$ cat src/rtl/btn_debounce_pkg.sv
// Package: btn_debounce_pkg
//
// Shared definitions for the push-button debouncer.
// - state_t    : press/hold FSM states (S_IDLE, S_DOWN, S_LONG).
// - ms_to_cyc  : converts a duration in ms to a count of clk cycles.
package btn_debounce_pkg;

    typedef enum logic [1:0] {
        S_IDLE = 2'd0,
        S_DOWN = 2'd1,
        S_LONG = 2'd2
    } state_t;

    // Divide first so the intermediate product stays inside 32 bits for
    // realistic clock rates (125 MHz * 1000 ms would overflow otherwise).
    function automatic int ms_to_cyc(input int clk_freq, input int ms);
        return (clk_freq / 1000) * ms;
    endfunction

endpackage

$ cat src/rtl/btn_debounce_sync_bits.sv
// Module: btn_debounce_sync_bits
//
// Two-flop synchroniser for a bundle of independent asynchronous pins.
// Each bit is synchronised on its own; no coherency between bits is implied.
//
// Ports:
// - clk   in   1      Destination clock.
// - rst_n in   1      Reset, asynchronous assert, active low; clears both stages to 0.
// - d     in   WIDTH  Asynchronous inputs.
// - q     out  WIDTH  Synchronised outputs, two cycles of latency.
module btn_debounce_sync_bits #(
    parameter int WIDTH = 1
) (
    input  logic             clk,
    input  logic             rst_n,
    input  logic [WIDTH-1:0] d,
    output logic [WIDTH-1:0] q
);

    genvar gi;
    generate
        for (gi = 0; gi < WIDTH; gi++) begin : g_bit
            logic meta_reg;
            logic sync_reg;

            always_ff @(posedge clk or negedge rst_n) begin
                if (!rst_n) begin
                    meta_reg <= 1'b0;
                    sync_reg <= 1'b0;
                end else begin
                    meta_reg <= d[gi];
                    sync_reg <= meta_reg;
                end
            end

            assign q[gi] = sync_reg;
        end
    endgenerate

endmodule

$ cat src/rtl/btn_debounce.sv
// Module: btn_debounce
//
// Turns a raw, bouncing push-button pin into a clean debounced level plus
// single-cycle press, release and long-press pulses in the clk domain.
// Pipeline: polarity normalisation -> 2-FF synchroniser -> debounce filter
// -> press/hold FSM with registered outputs.
//
// Ports:
// - clk         in   1  System clock.
// - rst_n       in   1  Reset, asynchronous assert, active low.
// - btn_in      in   1  Raw asynchronous pin.
// - btn_level   out  1  Debounced level, 1 = pressed.
// - btn_press   out  1  One-cycle pulse on debounced press.
// - btn_release out  1  One-cycle pulse on debounced release.
// - btn_long    out  1  One-cycle pulse when the hold reaches C_LONG_CYC cycles.
module btn_debounce
    import btn_debounce_pkg::*;
#(
    parameter int C_CLK_FREQ    = 125000000,
    parameter int C_DEBOUNCE_MS = 20,
    parameter int C_LONG_MS     = 1000,
    parameter int C_ACTIVE_LOW  = 0
) (
    input  logic clk,
    input  logic rst_n,
    input  logic btn_in,
    output logic btn_level,
    output logic btn_press,
    output logic btn_release,
    output logic btn_long
);

    localparam int C_DB_CYC   = ms_to_cyc(C_CLK_FREQ, C_DEBOUNCE_MS);
    localparam int C_LONG_CYC = ms_to_cyc(C_CLK_FREQ, C_LONG_MS);
    localparam int DB_W       = $clog2(C_DB_CYC);
    localparam int LONG_W     = $clog2(C_LONG_CYC);

    localparam logic [DB_W-1:0]   DB_LAST   = DB_W'(C_DB_CYC - 1);
    localparam logic [LONG_W-1:0] LONG_LAST = LONG_W'(C_LONG_CYC - 1);

    // ------------------------------------------------------------------
    // Polarity normalisation happens before the synchroniser so that the
    // synchroniser's reset value of 0 always means "released".
    // ------------------------------------------------------------------
    logic pin_norm;
    logic sync_q;

    assign pin_norm = (C_ACTIVE_LOW != 0) ? ~btn_in : btn_in;

    btn_debounce_sync_bits #(
        .WIDTH (1)
    ) u_sync (
        .clk   (clk),
        .rst_n (rst_n),
        .d     (pin_norm),
        .q     (sync_q)
    );

    // ------------------------------------------------------------------
    // Debounce filter: the synchronised input must disagree with the
    // accepted level for C_DB_CYC consecutive cycles before it is taken.
    // Any agreement restarts the count, so the counter never wraps.
    // ------------------------------------------------------------------
    logic [DB_W-1:0] db_cnt_reg, db_cnt_next;
    logic            stable_reg, stable_next;

    always_comb begin
        db_cnt_next = db_cnt_reg;
        stable_next = stable_reg;
        if (sync_q == stable_reg) begin
            db_cnt_next = '0;
        end else if (db_cnt_reg == DB_LAST) begin
            stable_next = sync_q;
            db_cnt_next = '0;
        end else begin
            db_cnt_next = db_cnt_reg + 1'b1;
        end
    end

    always_ff @(posedge clk or negedge rst_n) begin
        if (!rst_n) begin
            db_cnt_reg <= '0;
            stable_reg <= 1'b0;
        end else begin
            db_cnt_reg <= db_cnt_next;
            stable_reg <= stable_next;
        end
    end

    // ------------------------------------------------------------------
    // Press/hold FSM. Outputs are registered, so every pulse and the level
    // appear one cycle after the stable level changes, in step with each
    // other. A release always takes priority over the long-press threshold.
    // ------------------------------------------------------------------
    state_t            state_reg, state_next;
    logic [LONG_W-1:0] hold_cnt_reg, hold_cnt_next;
    logic              press_reg, press_next;
    logic              release_reg, release_next;
    logic              long_reg, long_next;
    logic              level_reg;

    always_comb begin
        state_next    = state_reg;
        hold_cnt_next = hold_cnt_reg;
        press_next    = 1'b0;
        release_next  = 1'b0;
        long_next     = 1'b0;
        case (state_reg)
            S_IDLE: begin
                if (stable_reg) begin
                    state_next    = S_DOWN;
                    hold_cnt_next = '0;
                    press_next    = 1'b1;
                end
            end
            S_DOWN: begin
                if (!stable_reg) begin
                    state_next   = S_IDLE;
                    release_next = 1'b1;
                end else if (hold_cnt_reg == LONG_LAST) begin
                    // Counter stays at the threshold: it is frozen in S_LONG.
                    state_next = S_LONG;
                    long_next  = 1'b1;
                end else begin
                    hold_cnt_next = hold_cnt_reg + 1'b1;
                end
            end
            S_LONG: begin
                if (!stable_reg) begin
                    state_next   = S_IDLE;
                    release_next = 1'b1;
                end
            end
            default: begin
                state_next = S_IDLE;
            end
        endcase
    end

    always_ff @(posedge clk or negedge rst_n) begin
        if (!rst_n) begin
            state_reg    <= S_IDLE;
            hold_cnt_reg <= '0;
            press_reg    <= 1'b0;
            release_reg  <= 1'b0;
            long_reg     <= 1'b0;
            level_reg    <= 1'b0;
        end else begin
            state_reg    <= state_next;
            hold_cnt_reg <= hold_cnt_next;
            press_reg    <= press_next;
            release_reg  <= release_next;
            long_reg     <= long_next;
            level_reg    <= stable_reg;
        end
    end

    assign btn_level   = level_reg;
    assign btn_press   = press_reg;
    assign btn_release = release_reg;
    assign btn_long    = long_reg;

endmodule

$ cat config.mk
export PLATFORM = sky130hd
export DESIGN_NAME = btn_debounce
export DESIGN_NICKNAME = d
export VERILOG_FILES = /design/src/rtl/btn_debounce_pkg.sv /design/src/rtl/btn_debounce_sync_bits.sv /design/src/rtl/btn_debounce.sv
export SDC_FILE = /design/constraint.sdc
export NUM_CORES = 1
export LEC_CHECK = 0
export ABC_AREA = 1
export BUFFER_PORTS_ARGS = -buffer_cell sky130_fd_sc_hd__buf_2
export CORE_MARGIN = 2
export CORE_UTILIZATION = 57
export CTS_CLUSTER_SIZE = 14
export DETAILED_ROUTE_END_ITERATION = 8
export MAX_ROUTING_LAYER = met4
export PLACE_DENSITY = 0.76
export SLEW_MARGIN = 20
export SYNTH_ARGS = -nofsm -noshare
export SYNTH_HDL_FRONTEND = slang
export SYNTH_SLANG_ARGS = --single-unit
$ cat constraint.sdc
create_clock -name clk -period 1.8 [get_ports clk]
set_clock_uncertainty 0.15 [all_clocks]
set_input_delay 0.09 -clock clk [delete_from_list [all_inputs] [get_ports clk]]
set_output_delay 0.09 -clock clk [all_outputs]
set_load 0.05 [all_outputs]
==> summary.md <==
| Metric | Value |
|---|---|
| Status | `complete, no violations` |
| Antenna viol nets, final | `0` |
| Pin count of the biggest net entering global routing | `59` |
| Die Area | `7087 µm²` |
| CP Buf/Inv Count | `0` |
| Gr ovfl total | `0` |
| Avg Cell Area, Syn | `~6.8 µm²` |
| DRT iter0 DRCs | `between 200 and 250` |
| Reg-to-Reg End | `db_cnt_reg[16]` |
| Worst path top cell family by delay | `simple AND/OR/NAND/NOR gates` |
| # DRC | `0` |
| IO Port Bufs | `6` |
| Commonest non-fill, non-tap cell in the layout | `nand2_1` |
| # IOs | `7` |
| P&R area growth vs syn | `17.34%` |
| Die Ht | `roughly 84 µm` |
| Leak | `0.002031 µW` |
| First-pass GRT wire length | `14.77 mm` |
| Drt first pass iters | `4` |
| Top_reg_cell synth | `dfrtp_1` |
| Diode count | `0` |
| Area leader, netlist | `dfrtp_1` |
| Final Hold Fails | `0` |
| Worst vdd ir | `roughly 530 µV` |
| Max reg flops | `27` |
| Crit-path max FO | `4` |
| Global-route usage over all layers | `26.70%` |
| # setup viols final | `0` |
| Worst EP required | `between 1.5 and 2 ns` |
| Fillers | `approximately 530` |
| Endpoint class of the critical path | `flop` |
| Nets | `between 500 and 600` |
| Synth top area cells | `dfrtp_1, nand2_1, nor2_1` |
| GP Congestion | `about 1` |
| Core Footprint | `6277 µm²` |
| Pwr Density | `616.0 nW/µm²` |
| Max-cap violation count | `0` |
| Total power | `approximately 2600 µW` |
| Syn Nets | `roughly 550` |
| CTS tree | `yes` |
| Synth Warn # | `0` |
| Placed cell area | `around 3900 µm²` |
| Relative slew slack | `between 70% and 80%` |
| CP max stage delay | `around 0.40 ns` |
| Highest-delay cell along the critical path | `dfrtp_1` |
| Seq/Total Area, Yosys | `approximately two fifths` |
| Root Buffer | `clkbuf_8` |
| Via count | `about 3,500` |
| Cell Count, Final, Fillers Out | `about 660` |
| Final non-filler cell area | `roughly 4300 µm²` |
| Final period util | `between 90% and 100%` |
| Worst-Skew Late Latency | `0.35 ns` |
| Crit path time final | `1.707 ns` |
| CTS Sinks | `58` |
| DRT Wirelength | `8.729 mm` |
| Synth Cell Area | `~3700 µm²` |
| CP arrival | `approximately 1.8 ns` |
| Most frequent cells in the layout | `nand2_1, nor2_1, inv_1` |
| Post-synth EDFFs | `0` |
| Multi-input gate area | `approximately 2000 µm²` |
| #FFs+latches synth | `58` |
| Synth unique cells | `29` |
| Final WS setup | `~0.093 ns` |
| DR WL/cell | `13.25 µm` |
| Synth Instances | `between 500 and 600` |
| Type of the worst setup path | `reg2reg` |
| Worst hold margin | `between 0.1 and 0.15 ns` |
| Area share of the largest cell type after synthesis | `about two fifths` |
| Most common cell on crit path | `nand2_1` |
| Async SR Flop Fraction | `100.0%` |
| Die Width | `about 84 µm` |
| Vias in the first global route | `approximately 3,400` |
| Core Rows | `29` |
| Critical path, cell by cell | `ha_4 -> nand2_2 -> nor2_4 -> nand4_1 -> nor2_1 -> nand2_1 -> nand2_1 -> nand2_1 -> nor2_1` |
| # placed instances | `~630` |
| Share of layout cells above drive strength 1 | `between 10 and 15%` |
| Clock H-tree levels | `3` |
| Reg-to-reg slack, setup | `between 0.09 and 0.1 ns` |
| Slew @ Worst Pin | `roughly 0.38 ns` |
| Worst-path clk slew | `around 0.070 ns` |
| HP Class | `in2async` |
| Max Root-Sink Buffers | `2` |
| Cts bufs inserted | `9` |
| RSZ-0062 raised after global routing | `yes` |
| Worst r2r src | `db_cnt_reg[1]` |
| R2R depth | `9` |
| Vias/cell | `roughly 5.4` |
| Slew Limit Fails | `0` |
| Dpl hpwl | `~6.1 mm` |
| Initial antenna violation count | `0` |
| F_max | `585.8 MHz` |
| Storage cell area | `1456 µm²` |
| Initial core utilization | `58.38%` |
| Place WS | `-0.03621 ns` |
| Crit start category | `flop` |
==> how the worst max path moves through the flow <==
| stage | to | start | cells after the start | slack [ns] |
|---|---|---|---|---|
| 2_1_floorplan | hold_cnt_reg[10] | hold_cnt_reg[0] | 11 | 0.1 |
| 3_3_place_gp | db_cnt_reg[19] | db_cnt_reg[0] | 7 | 0.04 |
| 3_5_place_dp | db_cnt_reg[19] | db_cnt_reg[0] | 7 | -0.04 |
| 4_1_cts | db_cnt_reg[19] | db_cnt_reg[0] | 7 | 0.008 |
| 5_1_grt | db_cnt_reg[16] | db_cnt_reg[1] | 9 | -0.04 |
| 6_report | db_cnt_reg[16] | db_cnt_reg[1] | 9 | 0.09 |
==> layer usage <==
layer / track usage [%] / vias to the layer above / routed length [µm]
met5: - / - / 0
met4: 12.90 / 0 / 313
met3: 4.130 / 26 / 362
met2: 45.45 / 101 / 4418
met1: 30.76 / 1643 / 3635
li1: - / 1768 / -
==> area by class of cell <==
type / count / share of cell area, %
sequential: 58 / 33.87
timing repair buffer: 35 / 7.216
multi-input combinational: 403 / 45.71
clock inverter: 2 / 0.8147
clock buffer: 13 / 3.928
tap: 77 / 2.240
inverter: 71 / 6.226
==> worst min-delay path, cell delays in order <==
cell and delay [ns]:
dlygate4sd3_1 0.52, buf_2 0.12, buf_12 0.28
==> synth_stat cells (2+ instances only) <==
cell type / number
xnor2_1: 4
o21ai_0: 5
nand2_1: 161
buf_6: 4
nor2_4: 2
inv_2: 2
nor3_1: 14
clkbuf_1: 3
dfrtp_1: 58
nor2_1: 96
nand4_1: 17
nor2_2: 3
a21oi_1: 3
inv_1: 68
xor2_1: 15
nand3_1: 64
nor3b_1: 2
nand2_2: 3
ha_1: 5
==> stage by stage <==
| step | setup TNS (ns) | util [%] |
|---|---|---|
| after floorplan | 0 | - |
| after global placement | 0 | 62.57 |
| after detailed placement | -0.2503 | 62.57 |
| after CTS | 0 | 66.33 |
| after global routing | -0.08006 | 68.51 |
| final | 0 | 68.51 |
==> kinds of logic (layout without fill, tap and decap cells) <==
group	Yosys count	after routing	share of synthesized area, %
buf+inv	79	121	9.047
fa+ha+maj	5	5	1.707
xor+xnor	19	19	4.541
flops	58	58	39.60
compound gates	11	11	1.741
simple gates	367	368	43.36
==> report_power, final <==
| part | leakage (µW) | switching [µW] | internal (µW) |
|---|---|---|---|
| sequential | 0.000797 | 7.10 | 1310 |
| combinational | 0.00113 | 42.5 | 21.5 |
| clock | 0.000106 | 524 | 743 |
| total | 0.00203 | 573 | 2080 |
==> timing repair <==
action                                 CTS  global route
pin swaps                                1             9
setup buffers                            0             7
gates resized for setup                  3            23
setup endpoints to repair               10            42
hold buffers                             2             0
endpoints found under the hold margin   59             0
cloned                                   0             1
Note: power is estimated with default switching activity, not from simulation.
